--- src/rtl/alu_op_sequencer_if.sv ---
// Bundles the command, ALU-pin, response and status signals of alu_op_sequencer.
// Handshake: a transfer on cmd_* or res_* happens on a rising clk edge where both valid and ready are 1.
interface alu_op_sequencer_if #(
  parameter int AW = 2
);
  logic        cmd_valid;
  logic        cmd_ready;
  logic [2:0]  cmd_op;
  logic [2:0]  cmd_shamt;
  logic        cmd_use_acc;
  logic        cmd_wb;
  logic [7:0]  cmd_a;
  logic [7:0]  cmd_b;
  logic [7:0]  alu_a;
  logic [7:0]  alu_b;
  logic [2:0]  alu_ctrl;
  logic [2:0]  alu_movl;
  logic [2:0]  alu_movr;
  logic [7:0]  alu_result;
  logic [3:0]  alu_flags;
  logic        res_valid;
  logic        res_ready;
  logic [7:0]  res_data;
  logic [3:0]  res_flags;
  logic [7:0]  acc;
  logic        busy;
  logic [AW:0] fifo_count;

  modport slave (
    input  cmd_valid, cmd_op, cmd_shamt, cmd_use_acc, cmd_wb, cmd_a, cmd_b,
    input  alu_result, alu_flags, res_ready,
    output cmd_ready, alu_a, alu_b, alu_ctrl, alu_movl, alu_movr,
    output res_valid, res_data, res_flags, acc, busy, fifo_count
  );

  modport master (
    output cmd_valid, cmd_op, cmd_shamt, cmd_use_acc, cmd_wb, cmd_a, cmd_b,
    output alu_result, alu_flags, res_ready,
    input  cmd_ready, alu_a, alu_b, alu_ctrl, alu_movl, alu_movr,
    input  res_valid, res_data, res_flags, acc, busy, fifo_count
  );
endinterface

--- src/rtl/alu_op_sequencer.sv ---
// Command FIFO plus IDLE/ISSUE/CAPTURE/RESP sequencer driving an external 8-bit combinational ALU,
// with an accumulator usable as operand A for chained operations.
module alu_op_sequencer #(
  parameter int DEPTH = 4,
  parameter int AW    = 2
) (
  input  logic                clk,
  input  logic                rst,
  alu_op_sequencer_if.slave   bus,
  output logic [1:0]          state_o
);

  typedef enum logic [1:0] {
    S_IDLE    = 2'd0,
    S_ISSUE   = 2'd1,
    S_CAPTURE = 2'd2,
    S_RESP    = 2'd3
  } state_t;

  typedef struct packed {
    logic [2:0] op;
    logic [2:0] shamt;
    logic       use_acc;
    logic       wb;
    logic [7:0] a;
    logic [7:0] b;
  } cmd_t;

  localparam logic [AW:0] FULL_CNT = (AW+1)'(DEPTH);

  state_t        state_q, state_d;
  cmd_t          mem_q [DEPTH];
  cmd_t          cur_q;
  logic [AW-1:0] wr_ptr_q, rd_ptr_q;
  logic [AW:0]   count_q;
  logic [7:0]    acc_q, alu_a_q, alu_b_q, res_data_q;
  logic [2:0]    alu_ctrl_q, alu_movl_q, alu_movr_q;
  logic [3:0]    res_flags_q;
  logic          res_valid_q;
  logic          full, empty, push, pop, issue_en, capture_en, resp_done;

  assign full  = (count_q == FULL_CNT);
  assign empty = (count_q == '0);
  // A full FIFO refuses a push even when the FSM pops in the same cycle.
  assign push  = bus.cmd_valid && !full;

  always_ff @(posedge clk) begin
    if (push) mem_q[wr_ptr_q] <= {bus.cmd_op, bus.cmd_shamt, bus.cmd_use_acc,
                                  bus.cmd_wb, bus.cmd_a, bus.cmd_b};
  end

  always_ff @(posedge clk or posedge rst) begin
    if (rst) begin
      wr_ptr_q <= '0;
      rd_ptr_q <= '0;
      count_q  <= '0;
    end else begin
      if (push) wr_ptr_q <= wr_ptr_q + AW'(1);
      if (pop)  rd_ptr_q <= rd_ptr_q + AW'(1);
      if (push && !pop)      count_q <= count_q + (AW+1)'(1);
      else if (pop && !push) count_q <= count_q - (AW+1)'(1);
    end
  end

  always_ff @(posedge clk or posedge rst) begin
    if (rst) state_q <= S_IDLE;
    else     state_q <= state_d;
  end

  always_comb begin
    state_d = state_q;
    case (state_q)
      S_IDLE:    if (!empty) state_d = S_ISSUE;
      S_ISSUE:   state_d = S_CAPTURE;
      S_CAPTURE: state_d = S_RESP;
      S_RESP:    if (bus.res_ready) state_d = empty ? S_IDLE : S_ISSUE;
      default:   state_d = S_IDLE;
    endcase
  end

  always_comb begin
    pop        = 1'b0;
    issue_en   = 1'b0;
    capture_en = 1'b0;
    resp_done  = 1'b0;
    case (state_q)
      S_IDLE:    pop = !empty;
      S_ISSUE:   issue_en = 1'b1;
      S_CAPTURE: capture_en = 1'b1;
      S_RESP: begin
        resp_done = bus.res_ready;
        pop       = bus.res_ready && !empty;
      end
      default: ;
    endcase
  end

  // Operand A reads acc during ISSUE, after any earlier write-back has landed.
  always_ff @(posedge clk or posedge rst) begin
    if (rst) begin
      cur_q       <= '0;
      acc_q       <= '0;
      alu_a_q     <= '0;
      alu_b_q     <= '0;
      alu_ctrl_q  <= '0;
      alu_movl_q  <= '0;
      alu_movr_q  <= '0;
      res_data_q  <= '0;
      res_flags_q <= '0;
      res_valid_q <= 1'b0;
    end else begin
      if (pop) cur_q <= mem_q[rd_ptr_q];
      if (issue_en) begin
        alu_a_q    <= cur_q.use_acc ? acc_q : cur_q.a;
        alu_b_q    <= cur_q.b;
        alu_ctrl_q <= cur_q.op;
        alu_movr_q <= (cur_q.op[2:1] == 2'b10) ? cur_q.shamt : 3'd0;
        alu_movl_q <= (cur_q.op[2:1] == 2'b11) ? cur_q.shamt : 3'd0;
      end
      if (capture_en) begin
        res_data_q  <= bus.alu_result;
        res_flags_q <= bus.alu_flags;
        res_valid_q <= 1'b1;
        if (cur_q.wb) acc_q <= bus.alu_result;
      end
      if (resp_done) res_valid_q <= 1'b0;
    end
  end

  assign bus.cmd_ready  = !full;
  assign bus.alu_a      = alu_a_q;
  assign bus.alu_b      = alu_b_q;
  assign bus.alu_ctrl   = alu_ctrl_q;
  assign bus.alu_movl   = alu_movl_q;
  assign bus.alu_movr   = alu_movr_q;
  assign bus.res_valid  = res_valid_q;
  assign bus.res_data   = res_data_q;
  assign bus.res_flags  = res_flags_q;
  assign bus.acc        = acc_q;
  assign bus.busy       = (state_q != S_IDLE);
  assign bus.fifo_count = count_q;
  assign state_o        = state_q;

endmodule

--- src/flat_wrapper.sv ---
// flat-port wrapper written by rule: the top's interface ports become plain ports
module alu_op_sequencer_flat 
#(
  parameter int DEPTH = 4,
  parameter int AW    = 2
)
  (clk, rst, state_o, bus_cmd_valid, bus_cmd_op, bus_cmd_shamt, bus_cmd_use_acc, bus_cmd_wb, bus_cmd_a, bus_cmd_b, bus_alu_result, bus_alu_flags, bus_res_ready, bus_cmd_ready, bus_alu_a, bus_alu_b, bus_alu_ctrl, bus_alu_movl, bus_alu_movr, bus_res_valid, bus_res_data, bus_res_flags, bus_acc, bus_busy, bus_fifo_count);
  alu_op_sequencer_if #(.AW(AW)) bus_i ();
  input  logic clk;
  input  logic rst;
  output logic [1:0] state_o;
  input wire logic [$bits(bus_i.cmd_valid)-1:0] bus_cmd_valid;
  input wire logic [$bits(bus_i.cmd_op)-1:0] bus_cmd_op;
  input wire logic [$bits(bus_i.cmd_shamt)-1:0] bus_cmd_shamt;
  input wire logic [$bits(bus_i.cmd_use_acc)-1:0] bus_cmd_use_acc;
  input wire logic [$bits(bus_i.cmd_wb)-1:0] bus_cmd_wb;
  input wire logic [$bits(bus_i.cmd_a)-1:0] bus_cmd_a;
  input wire logic [$bits(bus_i.cmd_b)-1:0] bus_cmd_b;
  input wire logic [$bits(bus_i.alu_result)-1:0] bus_alu_result;
  input wire logic [$bits(bus_i.alu_flags)-1:0] bus_alu_flags;
  input wire logic [$bits(bus_i.res_ready)-1:0] bus_res_ready;
  output wire logic [$bits(bus_i.cmd_ready)-1:0] bus_cmd_ready;
  output wire logic [$bits(bus_i.alu_a)-1:0] bus_alu_a;
  output wire logic [$bits(bus_i.alu_b)-1:0] bus_alu_b;
  output wire logic [$bits(bus_i.alu_ctrl)-1:0] bus_alu_ctrl;
  output wire logic [$bits(bus_i.alu_movl)-1:0] bus_alu_movl;
  output wire logic [$bits(bus_i.alu_movr)-1:0] bus_alu_movr;
  output wire logic [$bits(bus_i.res_valid)-1:0] bus_res_valid;
  output wire logic [$bits(bus_i.res_data)-1:0] bus_res_data;
  output wire logic [$bits(bus_i.res_flags)-1:0] bus_res_flags;
  output wire logic [$bits(bus_i.acc)-1:0] bus_acc;
  output wire logic [$bits(bus_i.busy)-1:0] bus_busy;
  output wire logic [$bits(bus_i.fifo_count)-1:0] bus_fifo_count;
  assign bus_i.cmd_valid = bus_cmd_valid;
  assign bus_i.cmd_op = bus_cmd_op;
  assign bus_i.cmd_shamt = bus_cmd_shamt;
  assign bus_i.cmd_use_acc = bus_cmd_use_acc;
  assign bus_i.cmd_wb = bus_cmd_wb;
  assign bus_i.cmd_a = bus_cmd_a;
  assign bus_i.cmd_b = bus_cmd_b;
  assign bus_i.alu_result = bus_alu_result;
  assign bus_i.alu_flags = bus_alu_flags;
  assign bus_i.res_ready = bus_res_ready;
  assign bus_cmd_ready = bus_i.cmd_ready;
  assign bus_alu_a = bus_i.alu_a;
  assign bus_alu_b = bus_i.alu_b;
  assign bus_alu_ctrl = bus_i.alu_ctrl;
  assign bus_alu_movl = bus_i.alu_movl;
  assign bus_alu_movr = bus_i.alu_movr;
  assign bus_res_valid = bus_i.res_valid;
  assign bus_res_data = bus_i.res_data;
  assign bus_res_flags = bus_i.res_flags;
  assign bus_acc = bus_i.acc;
  assign bus_busy = bus_i.busy;
  assign bus_fifo_count = bus_i.fifo_count;
  alu_op_sequencer #(.DEPTH(DEPTH), .AW(AW)) u_core (.clk(clk), .rst(rst), .bus(bus_i), .state_o(state_o));
endmodule
--- config.mk ---
export PLATFORM = sky130hd
export DESIGN_NAME = alu_op_sequencer_flat
export DESIGN_NICKNAME = d
export VERILOG_FILES = /design/src/rtl/alu_op_sequencer_if.sv /design/src/rtl/alu_op_sequencer.sv /design/src/flat_wrapper.sv
export SDC_FILE = /design/constraint.sdc
export NUM_CORES = 1
export LEC_CHECK = 0
export CAP_MARGIN = 20
export CORE_AREA = 2 2 142 144
export DETAILED_ROUTE_END_ITERATION = 12
export DIE_AREA = 0 0 144 146
export GPL_ROUTABILITY_DRIVEN = 0
export PLACE_DENSITY = 0.64
export SLEW_MARGIN = 20
export SYNTH_ARGS = -nofsm -noshare
export SYNTH_HDL_FRONTEND = slang
export SYNTH_SLANG_ARGS = --single-unit
export TNS_END_PERCENT = 20
--- constraint.sdc ---
create_clock -name clk -period 2.7 [get_ports clk]
set_clock_uncertainty 0.15 [all_clocks]
set_input_delay 0.27 -clock clk [delete_from_list [all_inputs] [get_ports clk]]
set_output_delay 0.27 -clock clk [all_outputs]
set_load 0.02 [all_outputs]
==> impl_results.md <==
- Via count: 3466
- First-pass GRT wire length: 21100 µm
- Fin area: 8630 µm²
- Antenna violations before repair: 3
- Yosys cell types: 28
- # Max-Cap Violations: 0
- Cell row count: 51
- Final setup viols: 0
- Yosys warns: 0
- Sequential share of power: 40.5%
- Max stage delay on crit path: 400 ps
- Total clock sinks: 175
- Layout cells sized above 1: 27.1%
- Hold Crit Depth: 2
- Multi-input logic area: 1760 µm²
- Worst Path Class, Setup: reg2reg
- CP Cell Sequence: inv_1 -> ha_1 -> a21oi_2 -> nor3_4 -> inv_1 -> ha_1 -> inv_1 -> fa_1 -> xor2_1 -> nor2_1 -> xor2_1
- CP max-delay cell: dfrtp_1
- Placed cell areas: 8020 µm²
- Worst Setup End Kind: register
- Die Y: 146 µm
- Detailed Place HPWL: 8500 µm
- Worst Path Required: 2890 ps
- Synth Cell Area: 6760 µm²
- Synthesis-to-finish area growth: 27.7%
- Gate Count Post-Synth: 360
- CP Data Arrival Time: 2600 ps
- Clock Pin Slew Worst Setup and Hold Paths: 70 ps
- Total Routing Usage GR: 13.4%
- CTS root buffer: clkbuf_16
- Post-route ant nets: 0
- Setup Fix Bufs, Post-CTS: 0
- Initial core utilization: 35.0%
- Initial DRT Pass Iterations: 4
- Core area: 19300 µm²
- WL/cell: 17.6 µm
- Initial detailed-routing violation count: 142
- Worst Tran Pin Value: 512 ps
- Startpoint class of the critical path: register
- Max clock buf depth: 2
- Cts bufs inserted: 17
- Fillcell total: 1676
- Remaining global-route overflow: 0
- Worst Hold Class: in2reg
- Sw frac: 33.1%
- Min Tclk post-route: 2410 ps
- Total wire length: 13200 µm
- Number of port buffers: 92
- CTS H-tree lvls: 4
- Die area: 21000 µm²
- Register area share after synthesis: 71.9%
- RSZ-0062 raised after global routing: no
- Largest net degree at the start of global routing: 64
- Vias in the first global route: 3847
- Mean post-synth cell area: 18.8 µm²
- PwrDens: 1240 nW/µm²
- DRC: 0
- # IOs: 93
- Crit-path max FO: 5
- Leakage power: 0.00319 µW
- Sequential cell area: 4860 µm²
- Final hold violations: 0
- Combinational share of power: 36.8%
- Final Slew Violations: 0
- Ranking of synthesized cells by area: edfxtp_1 43%, dfrtp_1 29%, mux2_2 9.7%, mux4_2 8.0%, ha_1 1.9%
- Vias per cell: 4.65
- Worst skew pair latency: 420 ps
- Yosys top cell by area: edfxtp_1
- Worst IR Drop VDD: 0.000417 V
- Relative slew slack: 65.9%
- Cell mode on critical path: inv_1
- Final TNS setup: 0 ps
- Final Cycle Share: 89.1%
- Share of Yosys cell area claimed by the top area cell type: 42.6%
- Register bit count reported by yosys: 175
- P_int: 7170 µW
- CTS tree: yes
- Reported net switching power: 3550 µW
- Final nets: 518
- Clock network power share: 22.7%
- Outcome: finished clean
- Fmax: 416 MHz
- Chip Width: 144 µm
- R2R depth: 11
- Syn nets: 411
==> power by group through the flow <==
stage	sequential (µW)	combinational [µW]	clock, µW
finish	4340	3940	2430
global route	4470	4270	2610
CTS	4370	4020	2500
detailed placement	4430	4000	0
global placement	4360	3900	0
floorplan	4630	2250	0
==> what timing repair did <==
action                     in CTS  in global routing
setup endpoints to repair       0                  1
hold endpoints to repair       16                  0
gates resized for setup         0                  1
hold buffers                    1                  0
==> worst paths after layout <==
path | start | end | slack, ps
max in group asynchronous | rst | u_core.cur_q[16]$_DFFE_PP0P_ | 1210
min in group asynchronous | rst | u_core.cur_q[6]$_DFFE_PP0P_ | 530
hold reg to reg | u_core.cur_q[4]$_DFFE_PP0P_ | u_core.cur_q[4]$_DFFE_PP0P_ | 360
setup reg to reg | u_core.state_o[0]$_DFFE_PP0P_ | u_core.bus.fifo_count[2]$_DFFE_PP0P_ | 290
setup / recovery | u_core.state_o[0]$_DFFE_PP0P_ | u_core.bus.fifo_count[2]$_DFFE_PP0P_ | 290
hold / removal | bus_alu_flags[0] | u_core.bus.res_flags[0]$_DFFE_PP0P_ | 320
==> worst max-delay path, delay by kind of cell (launching register included) <==
family,cells,cell delay [ps]
fa+ha+maj,3,820
flops,1,400
compound gates,1,200
simple gates,2,180
buf+inv,3,240
xor+xnor,2,330
==> cells in the mapped netlist, drive strengths merged <==
library cell / instances
nor4b: 1
clkbuf: 4
o22ai: 6
nand2: 6
buf: 11
mux2i: 8
edfxtp: 96
ha: 10
and2: 4
nor2b: 1
fa: 1
dfrtp: 79
inv: 14
nor2: 12
xor2: 4
mux4: 24
a21oi: 11
xnor2: 2
nor3: 3
a211o: 1
o31a: 1
nand2b: 1
a21boi: 1
mux2: 58
a22oi: 1
==> layout by cell type (no fill, tap or decap) <==
cell / count
nor4b_1: 1
nor2_1: 12
inv_8: 3
a211o_1: 1
o22ai_1: 6
o31a_1: 1
nand2b_1: 1
ha_1: 10
xnor2_1: 2
xor2_1: 4
diode_2: 1
clkinv_4: 2
and2_1: 4
dfrtp_1: 78
mux2_2: 58
clkinvlp_4: 2
inv_6: 5
dfrtp_2: 1
nand2_1: 6
inv_1: 13
clkinv_8: 2
bufinv_16: 1
nor3_1: 1
clkbuf_16: 17
a21oi_1: 10
a21oi_2: 1
nor3_4: 2
nor2b_1: 1
a21boi_2: 1
dlygate4sd3_1: 1
buf_4: 8
fa_1: 1
clkinv_2: 1
clkdlybuf4s50_1: 92
mux2i_1: 8
a22oi_1: 1
buf_12: 2
edfxtp_1: 96
mux4_2: 24
==> routing by layer <==
metal	GRT usage, %	share of wire (%)
met5	0	0.18
met4	4.61	1.6
met3	4.15	4.9
met2	22.7	51
met1	16.2	42
==> cells by family (layout without fill, tap and decap cells) <==
kind of cell	count (synthesis)	after routing	synth area share [%]
AO/OA/AOI/OAI	21	21	1.91
XOR/XNOR	6	6	0.777
adder cells (fa/ha/maj)	11	11	2.15
buffers and inverters	29	149	2.22
flip-flops	175	175	71.9
multiplexers	90	90	18.8
other	0	1	0
AND/OR/NAND/NOR	28	28	2.24
==> area by class of cell <==
| cell class | instances | share of cell area [%] |
|---|---|---|
| well taps | 265 | 3.84 |
| flip-flops and latches | 175 | 56.3 |
| inverters | 14 | 0.623 |
| clock inverters | 15 | 2.00 |
| multi-input cells | 156 | 20.3 |
| repair buffers | 103 | 11.9 |
| diodes | 1 | 0.0290 |
| clock buffers | 17 | 4.93 |
==> registers in the layout (all words and copies together) (netlist names) <==
register / count
u_core.bus.res_flags: 4
u_core.rd_ptr_q: 2
u_core.state_o: 2
u_core.bus.alu_ctrl: 3
u_core.bus.fifo_count: 3
u_core.cur_q: 24
u_core.bus.alu_a: 8
u_core.bus.res_data: 8
u_core.bus.alu_movl: 3
u_core.bus.alu_b: 8
u_core.bus.acc: 8
u_core.wr_ptr_q: 2
u_core.bus.res_valid: 1
u_core.mem_q: 96
u_core.bus.alu_movr: 3
==> through the flow <==
stage                     power (µW)  setup slack (ps)  hold slack (ps)  utilization, %  cells
final                          10700               294              319            44.7    746
after floorplan                 6880              10.2              205               -    360
after detailed placement        8430               217              343            41.5    712
after CTS                      10900               170              297            44.6    745
after global routing           11300               104              302            44.6    745
after global placement          8260               288              334            41.5    712
(Power assumes the default switching activity.)
==> RTL change: new RTL, config.mk and constraints unchanged <==
Make the reset (`rst`) synchronous in 3 clocked blocks.
--- a/src/rtl/alu_op_sequencer.sv
+++ b/src/rtl/alu_op_sequencer.sv
@@ -49,7 +49,7 @@
                                   bus.cmd_wb, bus.cmd_a, bus.cmd_b};
   end
 
-  always_ff @(posedge clk or posedge rst) begin
+  always_ff @(posedge clk) begin
     if (rst) begin
       wr_ptr_q <= '0;
       rd_ptr_q <= '0;
@@ -62,7 +62,7 @@
     end
   end
 
-  always_ff @(posedge clk or posedge rst) begin
+  always_ff @(posedge clk) begin
     if (rst) state_q <= S_IDLE;
     else     state_q <= state_d;
   end
@@ -96,7 +96,7 @@
   end
 
   // Operand A reads acc during ISSUE, after any earlier write-back has landed.
-  always_ff @(posedge clk or posedge rst) begin
+  always_ff @(posedge clk) begin
     if (rst) begin
       cur_q       <= '0;
       acc_q       <= '0;
Behaviour: differs if rst is asserted again (counterexample within 4 cycles, from zero or initial values and one cycle with rst high); with rst held inactive, the same outputs for 10 cycles.
==> RTL change against the unedited design <==
Worst setup slack got worse by 0.040 ns; routed wire length rose by 8.4%; total power fell by 21%; synthesized area rose by 1.3%; clock power fell by 10%; sequential cell count did not move; sequential share of layout area fell by 4.2 points; first-iteration DRC count rose by 56%; combinational power fell by 30%; final area fell by 0.70%; hold slack got worse by 0.11 ns; critical endpoint is now u_core.bus.fifo_count[2]; largest cell class unchanged; highest routed layer is now met4.
==> RTL change: results (changes against the unedited design) <==
Status
  – Status: finished clean

STA
  – Worst hold slack: 0.2087 ns (-0.1103 ns)
  – Post-route minimum period: 2.447 ns (+0.04036 ns)
  – Worst-Margin Slew: 0.9206 ns (+0.4089 ns)

Worst setup path
  – Worst EP arrival: 2.64 ns (+0.04 ns)
  – RR Startpoint: u_core.state_o[0]
  – Max incr delay on CP: 0.38 ns (-0.02 ns)
  – Critical path fanouts, max: 7 (+2)
  – WS Path Type: register to register
  – Reg2reg setup slack: 0.25 ns (-0.04 ns)
  – Crit-path slowest cell: dfxtp_2
  – Worst Setup EP: u_core.bus.fifo_count[2]

Finish
  – N_diodes: 0 (-1)
  – Nets: 627 (+21%)
  – Fraction of layout instances using a drive strength above 1: 10.19% (-17 points)
  – Largest regs: u_core.mem_q x96, u_core.cur_q x24

CTS
  – Setup bufs post-CTS: 0 (unchanged)
  – Cell chosen for the clock root: clkbuf_16
  – Clk pin slew, worst setup/hold paths: approximately 0.060 ns
  – Clock tree buffer depth: 2 (unchanged)
  – H-Tree Level Count: 4 (unchanged)
  – CTS buffer count: 17 (unchanged)

Power and ir drop
  – Leak: 2.833 nW (-11%)
  – Peak VDD IR: 403.4 uV (-3.2%)
  – Sw Ratio: 33.17% (+0.041 points)

Worst hold path
  – Type of the worst min-delay path: input port to register
  – Worst Hold Path EP: u_core.bus.alu_ctrl[1]
  – Hold Startpoint: rst

Synth
  – Yosys warnings: 0 (unchanged)
  – Top area cells in the synthesized netlist: edfxtp_1, dfxtp_1, mux4_2, mux2i_1, a21oi_1
  – Netlist cell types: 37 (+32%)
  – Synth Flop Type: edfxtp_1
  – Asr flop ratio synth: 0% (-45 points)
  – Commonest cells in the netlist: edfxtp_1, dfxtp_1, a21oi_1, nor2_1, mux2i_1
  – Syn Nets: 540 (+31%)
  – Seq/Total Area, Yosys: 65.17% (-6.7 points)

Routing
  – Initial DRC count: 222 (+56%)
  – Final Routed Wirelength: 14250 um (+8.4%)
  – Met2 Wirelength: 6746 um (+0.24%)
  – Pre-Repair DR Iteration Count: 4 (unchanged)
  – DR vias/cell: 4.998 (+7.6%)
  – Top Metal Used: met4
  – Final routed DRC violation total: 0 (unchanged)
  – M1 wire length: 6492 um (+17%)
  – Routed met3 length: 885 um (+38%)

Global route
  – Largest net degree at the start of global routing: 50 (-22%)
  – Overall routing resource usage: 13.75% (+0.35 points)
  – GR Util met1: 17.85% (+1.7 points)
  – Met2 Usage GRT: 22.02% (-0.67 points)
  – Vias in the first global route: 4276 (+11%)
  – Initial antenna violation count: 1 (-2)
  – Met3 usage in global routing: 3.685% (-0.46 points)
  – First-pass GRT wire length: 22480 um (+6.4%)

Place
  – Detailed Place HPWL: 9189 um (+8.2%)
  – Worst slack at placement: 0.1052 ns (-0.1115 ns)
## RTL change: cell count changes in the layout (fill, tap and decap cells not counted), sizes merged, moves of 24 or more
cell | before | now
dfxtp | 0 | 79
o31ai | 0 | 25
nand4 | 0 | 27
mux2i | 8 | 32
dfrtp | 79 | 0
mux2 | 58 | 0
nor2 | 12 | 36
a21oi | 11 | 44
## RTL change: power by group through the flow
| stage | clock network, W | registers (W) | logic, W |
|---|---|---|---|
| detailed placement | 0 | 0.00353 | 0.00277 |
| CTS | 0.00223 | 0.00348 | 0.00278 |
| global route | 0.00233 | 0.00352 | 0.00303 |
| finish | 0.00218 | 0.00348 | 0.00276 |
| floorplan | 0 | 0.00358 | 0.00183 |
| global placement | 0 | 0.00351 | 0.00269 |
## RTL change: logic make-up (layout without fill, tap and decap cells)
family          Yosys count  after routing  share of synthesized area (%)
simple gates            109            109                          8.055
fa+ha+maj                11             11                          2.119
buf+inv                  48            148                          3.397
xor+xnor                  2              2                         0.2558
mux                      56             56                          13.00
flops                   175            175                          65.17
compound gates           88             88                          8.000
## RTL change: area by class of cell
type | count | area, um^2
fill | 1721 | 10760
clock buffer | 23 | 447.9
inverter | 10 | 37.54
timing repair buffer | 106 | 1059
clock inverter | 9 | 70.07
sequential | 175 | 4467
multi-input combinational | 266 | 2161
tap | 265 | 331.6
## RTL change: per-stage QoR
step	std cells	instance area (um^2)	total power, W
after floorplan	489	6850	0.005409
after global placement	822	8050	0.006202
after detailed placement	822	8050	0.006301
after CTS	854	8568	0.008489
after global routing	854	8573	0.008883
final	854	8573	0.008414
## RTL change: worst register-to-register path, delay by kind of cell (launching register included)
kind	cells	cell delay (ns)
fa+ha+maj	3	0.78
simple gates	2	0.39
compound gates	2	0.28
flops	1	0.38
xor+xnor	1	0.18
buf+inv	3	0.22
